[src/rtl/hv_bundle_ctrl_pkg.sv]
// Shared types and the next-state function for the bundling-buffer controller.
// The RTL and the bench both use next_state(), so the transition rules live in one place.
package hv_ctrl_pkg;

   localparam int HV_WORD_W = 64;
   localparam int HV_CNT_W  = 16;
   localparam int HV_ADDR_W = 8;

   typedef enum logic [2:0] {IDLE, ACCUM, SETTLE, LATCH, ISSUE, OUT} state_t;

   function automatic state_t next_state(input state_t s, input logic start,
                                         input logic item_nz, input logic upd,
                                         input logic cnt_one, input logic dma_ready,
                                         input logic last);
      state_t n;
      n = s;
      case (s)
         IDLE:    n = (start && item_nz) ? ACCUM : IDLE;
         ACCUM:   n = (upd && cnt_one) ? SETTLE : ACCUM;
         SETTLE:  n = LATCH;
         LATCH:   n = ISSUE;
         ISSUE:   n = OUT;
         OUT:     n = !dma_ready ? OUT : (last ? IDLE : ISSUE);
         default: n = IDLE;
      endcase
      return n;
   endfunction

endpackage

[src/rtl/hv_bundle_ctrl_if.sv]
// Control bundle between the controller, the encode core, the buffer and the DMA.
// Perf counter outputs exist only when HV_CTRL_PERF_EN is defined.
interface hv_bundle_ctrl_if #(
   parameter int CNT_W  = 16,
   parameter int ADDR_W = 8
);
   logic              start;
   logic [CNT_W-1:0]  item_num;
   logic              res_valid;
   logic              res_ready;
   logic              buf_clr;
   logic              update;
   logic              get_fin;
   logic              stream_v;
   logic [ADDR_W-1:0] stream_a;
   logic              dma_valid;
   logic              dma_ready;
   logic              busy;
   logic              done;
   logic              err;
`ifdef HV_CTRL_PERF_EN
   logic [31:0]       perf_busy;
   logic [31:0]       perf_stall;
`endif

   modport master (
      input  start, item_num, res_valid, dma_ready,
      output res_ready, buf_clr, update, get_fin, stream_v, stream_a,
             dma_valid, busy, done, err
`ifdef HV_CTRL_PERF_EN
      , output perf_busy, perf_stall
`endif
   );

   modport slave (
      output start, item_num, res_valid, dma_ready,
      input  res_ready, buf_clr, update, get_fin, stream_v, stream_a,
             dma_valid, busy, done, err
`ifdef HV_CTRL_PERF_EN
      , input perf_busy, perf_stall
`endif
   );
endinterface

[src/rtl/hv_bundle_ctrl_perf.sv]
// hv_perf_counter: 32-bit saturating event counter, cleared only by rst.
module hv_perf_counter (
   input  logic        clk,
   input  logic        rst,
   input  logic        en,
   output logic [31:0] cnt
);
   logic [31:0] cnt_q, cnt_d;

   always_comb begin
      cnt_d = cnt_q;
      if (en && (cnt_q != 32'hFFFF_FFFF)) cnt_d = cnt_q + 32'd1;
   end

   always_ff @(posedge clk) begin
      if (rst) cnt_q <= '0;
      else     cnt_q <= cnt_d;
   end

   assign cnt = cnt_q;
endmodule

[src/rtl/hv_bundle_ctrl.sv]
// hv_bundle_ctrl: sequences clear / accumulate / sign-latch / stream for one bundling buffer.
// Optional HV_CTRL_PERF_EN adds busy-cycle and DMA-stall counters.
module hv_bundle_ctrl
   import hv_ctrl_pkg::*;
#(
   parameter int CNT_W  = HV_CNT_W,
   parameter int ADDR_W = HV_ADDR_W,
   parameter int NWORDS = 1
) (
   input logic             clk,
   input logic             rst,
   hv_bundle_ctrl_if.master bus
);
   if (NWORDS < 1 || NWORDS > (1 << ADDR_W)) begin : g_bad_nwords
      $error("hv_bundle_ctrl: NWORDS out of range for ADDR_W");
   end

   state_t            state_q, state_d;
   logic [CNT_W-1:0]  cnt_q, cnt_d;
   logic [ADDR_W-1:0] idx_q, idx_d;
   logic              item_nz, accept, upd, last, hs;

   always_comb begin
      item_nz = |bus.item_num;
      accept  = (state_q == IDLE) && bus.start && item_nz;
      upd     = (state_q == ACCUM) && bus.res_valid;
      last    = idx_q == ADDR_W'(NWORDS - 1);
      hs      = (state_q == OUT) && bus.dma_ready;
      state_d = next_state(state_q, bus.start, item_nz, upd,
                           cnt_q == CNT_W'(1), bus.dma_ready, last);

      cnt_d = cnt_q;
      if (accept)   cnt_d = bus.item_num;
      else if (upd) cnt_d = cnt_q - CNT_W'(1);

      // idx is reloaded in LATCH, so stream_a holds the last address between vectors
      idx_d = idx_q;
      if (state_q == LATCH)  idx_d = '0;
      else if (hs && !last)  idx_d = idx_q + ADDR_W'(1);
   end

   always_ff @(posedge clk) begin
      if (rst) begin
         state_q <= IDLE;
         cnt_q   <= '0;
         idx_q   <= '0;
      end else begin
         state_q <= state_d;
         cnt_q   <= cnt_d;
         idx_q   <= idx_d;
      end
   end

   // rst forces every output low in the same cycle, even before state_q resets
   assign bus.res_ready = !rst && (state_q == ACCUM);
   assign bus.update    = !rst && upd;
   assign bus.buf_clr   = !rst && accept;
   assign bus.err       = !rst && (state_q == IDLE) && bus.start && !item_nz;
   assign bus.get_fin   = !rst && (state_q == LATCH);
   assign bus.stream_v  = !rst && (state_q == ISSUE);
   assign bus.stream_a  = rst ? '0 : idx_q;
   assign bus.dma_valid = !rst && (state_q == OUT);
   assign bus.busy      = !rst && (state_q != IDLE);
   assign bus.done      = !rst && hs && last;

`ifdef HV_CTRL_PERF_EN
   hv_perf_counter u_perf_busy (
      .clk (clk),
      .rst (rst),
      .en  (!rst && (state_q != IDLE)),
      .cnt (bus.perf_busy)
   );
   hv_perf_counter u_perf_stall (
      .clk (clk),
      .rst (rst),
      .en  (!rst && (state_q == OUT) && !bus.dma_ready),
      .cnt (bus.perf_stall)
   );
`endif
endmodule

[src/flat_wrapper.sv]
// flat-port wrapper written by rule: the top's interface ports become plain ports
module hv_bundle_ctrl_flat import hv_ctrl_pkg::*;
#(
   parameter int CNT_W  = HV_CNT_W,
   parameter int ADDR_W = HV_ADDR_W,
   parameter int NWORDS = 1
)
  (clk, rst, bus_start, bus_item_num, bus_res_valid, bus_dma_ready, bus_res_ready, bus_buf_clr, bus_update, bus_get_fin, bus_stream_v, bus_stream_a, bus_dma_valid, bus_busy, bus_done, bus_err);
  hv_bundle_ctrl_if #(.CNT_W(CNT_W), .ADDR_W(ADDR_W)) bus_i ();
  input logic clk;
  input logic rst;
  input wire logic [$bits(bus_i.start)-1:0] bus_start;
  input wire logic [$bits(bus_i.item_num)-1:0] bus_item_num;
  input wire logic [$bits(bus_i.res_valid)-1:0] bus_res_valid;
  input wire logic [$bits(bus_i.dma_ready)-1:0] bus_dma_ready;
  output wire logic [$bits(bus_i.res_ready)-1:0] bus_res_ready;
  output wire logic [$bits(bus_i.buf_clr)-1:0] bus_buf_clr;
  output wire logic [$bits(bus_i.update)-1:0] bus_update;
  output wire logic [$bits(bus_i.get_fin)-1:0] bus_get_fin;
  output wire logic [$bits(bus_i.stream_v)-1:0] bus_stream_v;
  output wire logic [$bits(bus_i.stream_a)-1:0] bus_stream_a;
  output wire logic [$bits(bus_i.dma_valid)-1:0] bus_dma_valid;
  output wire logic [$bits(bus_i.busy)-1:0] bus_busy;
  output wire logic [$bits(bus_i.done)-1:0] bus_done;
  output wire logic [$bits(bus_i.err)-1:0] bus_err;
  assign bus_i.start = bus_start;
  assign bus_i.item_num = bus_item_num;
  assign bus_i.res_valid = bus_res_valid;
  assign bus_i.dma_ready = bus_dma_ready;
  assign bus_res_ready = bus_i.res_ready;
  assign bus_buf_clr = bus_i.buf_clr;
  assign bus_update = bus_i.update;
  assign bus_get_fin = bus_i.get_fin;
  assign bus_stream_v = bus_i.stream_v;
  assign bus_stream_a = bus_i.stream_a;
  assign bus_dma_valid = bus_i.dma_valid;
  assign bus_busy = bus_i.busy;
  assign bus_done = bus_i.done;
  assign bus_err = bus_i.err;
  hv_bundle_ctrl #(.CNT_W(CNT_W), .ADDR_W(ADDR_W), .NWORDS(NWORDS)) u_core (.clk(clk), .rst(rst), .bus(bus_i));
endmodule
[config.mk]
export PLATFORM = sky130hd
export DESIGN_NAME = hv_bundle_ctrl_flat
export DESIGN_NICKNAME = d
export VERILOG_FILES = /design/src/rtl/hv_bundle_ctrl_pkg.sv /design/src/rtl/hv_bundle_ctrl_if.sv /design/src/rtl/hv_bundle_ctrl_perf.sv /design/src/rtl/hv_bundle_ctrl.sv /design/src/flat_wrapper.sv
export SDC_FILE = /design/constraint.sdc
export NUM_CORES = 1
export LEC_CHECK = 0
export CAP_MARGIN = 20
export CORE_MARGIN = 5
export CORE_UTILIZATION = 53
export DETAILED_ROUTE_END_ITERATION = 8
export PLACE_DENSITY = 0.91
export RECOVER_POWER = 50
export SETUP_SLACK_MARGIN = 0.05
export SLEW_MARGIN = 15
export SYNTH_ARGS = -nofsm -noshare
export SYNTH_HDL_FRONTEND = slang
export SYNTH_HIERARCHICAL = 1
export SYNTH_SLANG_ARGS = --single-unit
[constraint.sdc]
create_clock -name clk -period 9.67 [get_ports clk]
set_input_delay 2.901 -clock clk [delete_from_list [all_inputs] [get_ports clk]]
set_output_delay 2.901 -clock clk [all_outputs]
set_load 0.05 [all_outputs]
==> results.json <==
{
  "vias": 1709,
  "nets": 264,
  "yosysUniqueCellTypes": 46,
  "grt_pass1_wl_um": 6530,
  "startpoint_type": "input port",
  "status": "complete, no violations",
  "dr.first_iter.drc_count": 185,
  "drive_gt1_share_pct": 5.04,
  "antenna_found_initial": 0,
  "grt_usage_pct": 19.2,
  "p_per_area_nw_per_um2": 115,
  "yosysTopAreaCellShare_pct": 33.3,
  "htree_levels": 1,
  "cts.sinks": 27,
  "die-height_um": 65.4,
  "grt_setup_unrepaired": "false",
  "synth_compound_area_share_pct": 20.6,
  "finClkSkew_ps": 6.58,
  "dp_hpwl_um": 3030,
  "grt-ovfl-total": 0,
  "synth.area.top_cells": "dfxtp_1 33%, a21oi_1 5.2%, nor2_1 4.6%",
  "die_area_um2": 4270,
  "cts-root-buf": "clkbuf_4",
  "rr_startpoint": "u_core/state_q[2]",
  "power_uw": 233,
  "holdCritStartpoint": "u_core/cnt_q[9]",
  "tritoncts": "built",
  "postCtsHoldBufs": 0,
  "io_buffers": 37,
  "cts_resized": 0,
  "place_congestion": 0.838,
  "post-cts-setup-buffer-count": 0,
  "seq_area_um2": 541,
  "fin_crit_ps": 8460,
  "whs_ps": 523,
  "yosysMostFrequentCell": "dfxtp_1",
  "vias_per_cell": 6.31,
  "synth_edf_count": 0,
  "design_area_um2": 2030,
  "avgSynthCellArea_um2": 7.88,
  "cts_max_path_buffers": 2,
  "first_pass_iters": 4,
  "synth.top_cells.by_count": "27 x dfxtp_1, 20 x nor2_1, 17 x a21oi_1, 12 x nand2_1, 11 x a31oi_1",
  "multiInputGateArea_um2": 1010,
  "synth_top_area_cell": "dfxtp_1",
  "finalSetupTns_ps": 0,
  "avgRoutedWirePerCell_um": 15.1,
  "synthCells": 206,
  "core_um2": 3000,
  "regToRegSetupSlack_ps": 7180,
  "tightest_slew_ps": 1340,
  "synth_top_family_by_area": "simple AND/OR/NAND/NOR gates",
  "finalWirelength_um": 4100,
  "yosys_warnings": 6,
  "drcViolationCount": 0,
  "synthFlopType": "dfxtp_1",
  "cts.clk_slew.worst_paths_ps": 140,
  "critical_path_required_ps": 6770,
  "crit_fanout": 19,
  "final_antenna_net_count": 0,
  "areaGrowthSynthToFinish_pct": 24.8,
  "power_leakage_nw": 0.652,
  "setup_violations": 0,
  "dpl_cell_area_um2": 2010,
  "dieWidth_um": 65.4,
  "synth-xor-area-share_pct": 3.78,
  "vdd_ir_drop_max_mv": 0.0800,
  "ys_seq_area_share_pct": 33.3,
  "crit_type": "input port to output pin",
  "diodes": 0,
  "min_path_type": "flop to flop",
  "cap_violations": 0,
  "row_count": 20,
  "insertion_delay_ps": 320,
  "crit_start": "bus_start",
  "postSynth.asyncResetShare_pct": 0,
  "grt_pass1_vias": 1475,
  "syn_area_um2": 1620,
  "synthSimpleGateAreaFrac_pct": 34.0,
  "syn_nets": 231,
  "final_core_util_pct": 67.5,
  "initial_core_util_pct": 54.1,
  "ioPinCount": 38,
  "finalCritPeriodShare_pct": 87.5,
  "cp.arrival_ps": 5560,
  "ys_ff_latch": 27,
  "synth.area.mux_share_pct": 0.616,
  "grt_max_degree": 32,
  "fmax_mhz": 118,
  "final_hold_viol_count": 0,
  "finalMaxSlewViolations": 0,
  "maxSlewHeadroom_pct": 10.4,
  "end_kind": "output pin",
  "fillers": 267,
  "yosys.area_share.adder_pct": 3.08,
  "cts_buffers": 3
}
cell usage in the layout (no fill, tap or decap), drive strengths merged, types with 6 or more instances in the layout:
master	instances
a21oi	17
nor2	20
nor4	10
nand3	8
nand2	12
inv	9
o211ai	6
nor3	6
nand2b	6
clkdlybuf4s50	34
nor2b	6
or3	8
dfxtp	27
a31oi	11
clkbuf	6
kinds of logic (layout without fill, tap and decap cells):
group,count (synthesis),in the layout
muxes,1,1
buffers and inverters,20,52
DFF,27,27
xor gates and xnor gates,7,7
adders and majority gates,4,4
and+or+nand+nor,96,96
AOI/OAI and AO/OA,51,51
worst paths after layout:
path | to | cells after the start
min reg2reg | u_core/cnt_q[9] | 2
min | u_core/cnt_q[9] | 2
max | bus_buf_clr | 5
max reg2reg | u_core/cnt_q[11] | 5
final cells by class:
class	count	share of cell area, %
Inverter	9	1.67
Sequential cell	27	26.7
Multi-Input combinational cell	159	49.7
Tap cell	33	2.04
Clock buffer	4	1.30
Timing Repair Buffer	39	18.6
state kept, by name, summed over array words and instances, names as in the netlist:
signal and count:
u_core/idx_q 8, u_core/cnt_q 16, u_core/state_q 3
power by group:
| group | leakage [nW] | switching [mW] | internal, mW |
|---|---|---|---|
| Combinational | 0.416 | 0.0311 | 0.0261 |
| Sequential | 0.221 | 0.00859 | 0.118 |
| Clock | 0.0150 | 0.0327 | 0.0162 |
metal layers:
metal | track usage, % | share of wire (%) | vias up
met5 | 0 | 0 | -
met4 | 6.74 | 1.5 | 0
met3 | 2.74 | 5.7 | 6
met2 | 32.1 | 48 | 62
met1 | 25.0 | 44 | 803
li1 | - | - | 838
stage by stage:
step,cells,setup WS (ps)
after floorplan,206,2000
after global placement,267,1320
after detailed placement,267,1320
after CTS,271,1300
after global routing,271,1060
final,271,1210
worst max-delay path, cell delays in order:
cell and delay (ps):
dlygate4sd3_1 530, or4b_2 640, a41o_1 470, nor2_1 180, clkdlybuf4s50_1 830
No activity file was read; power rests on OpenSTA's default activity.
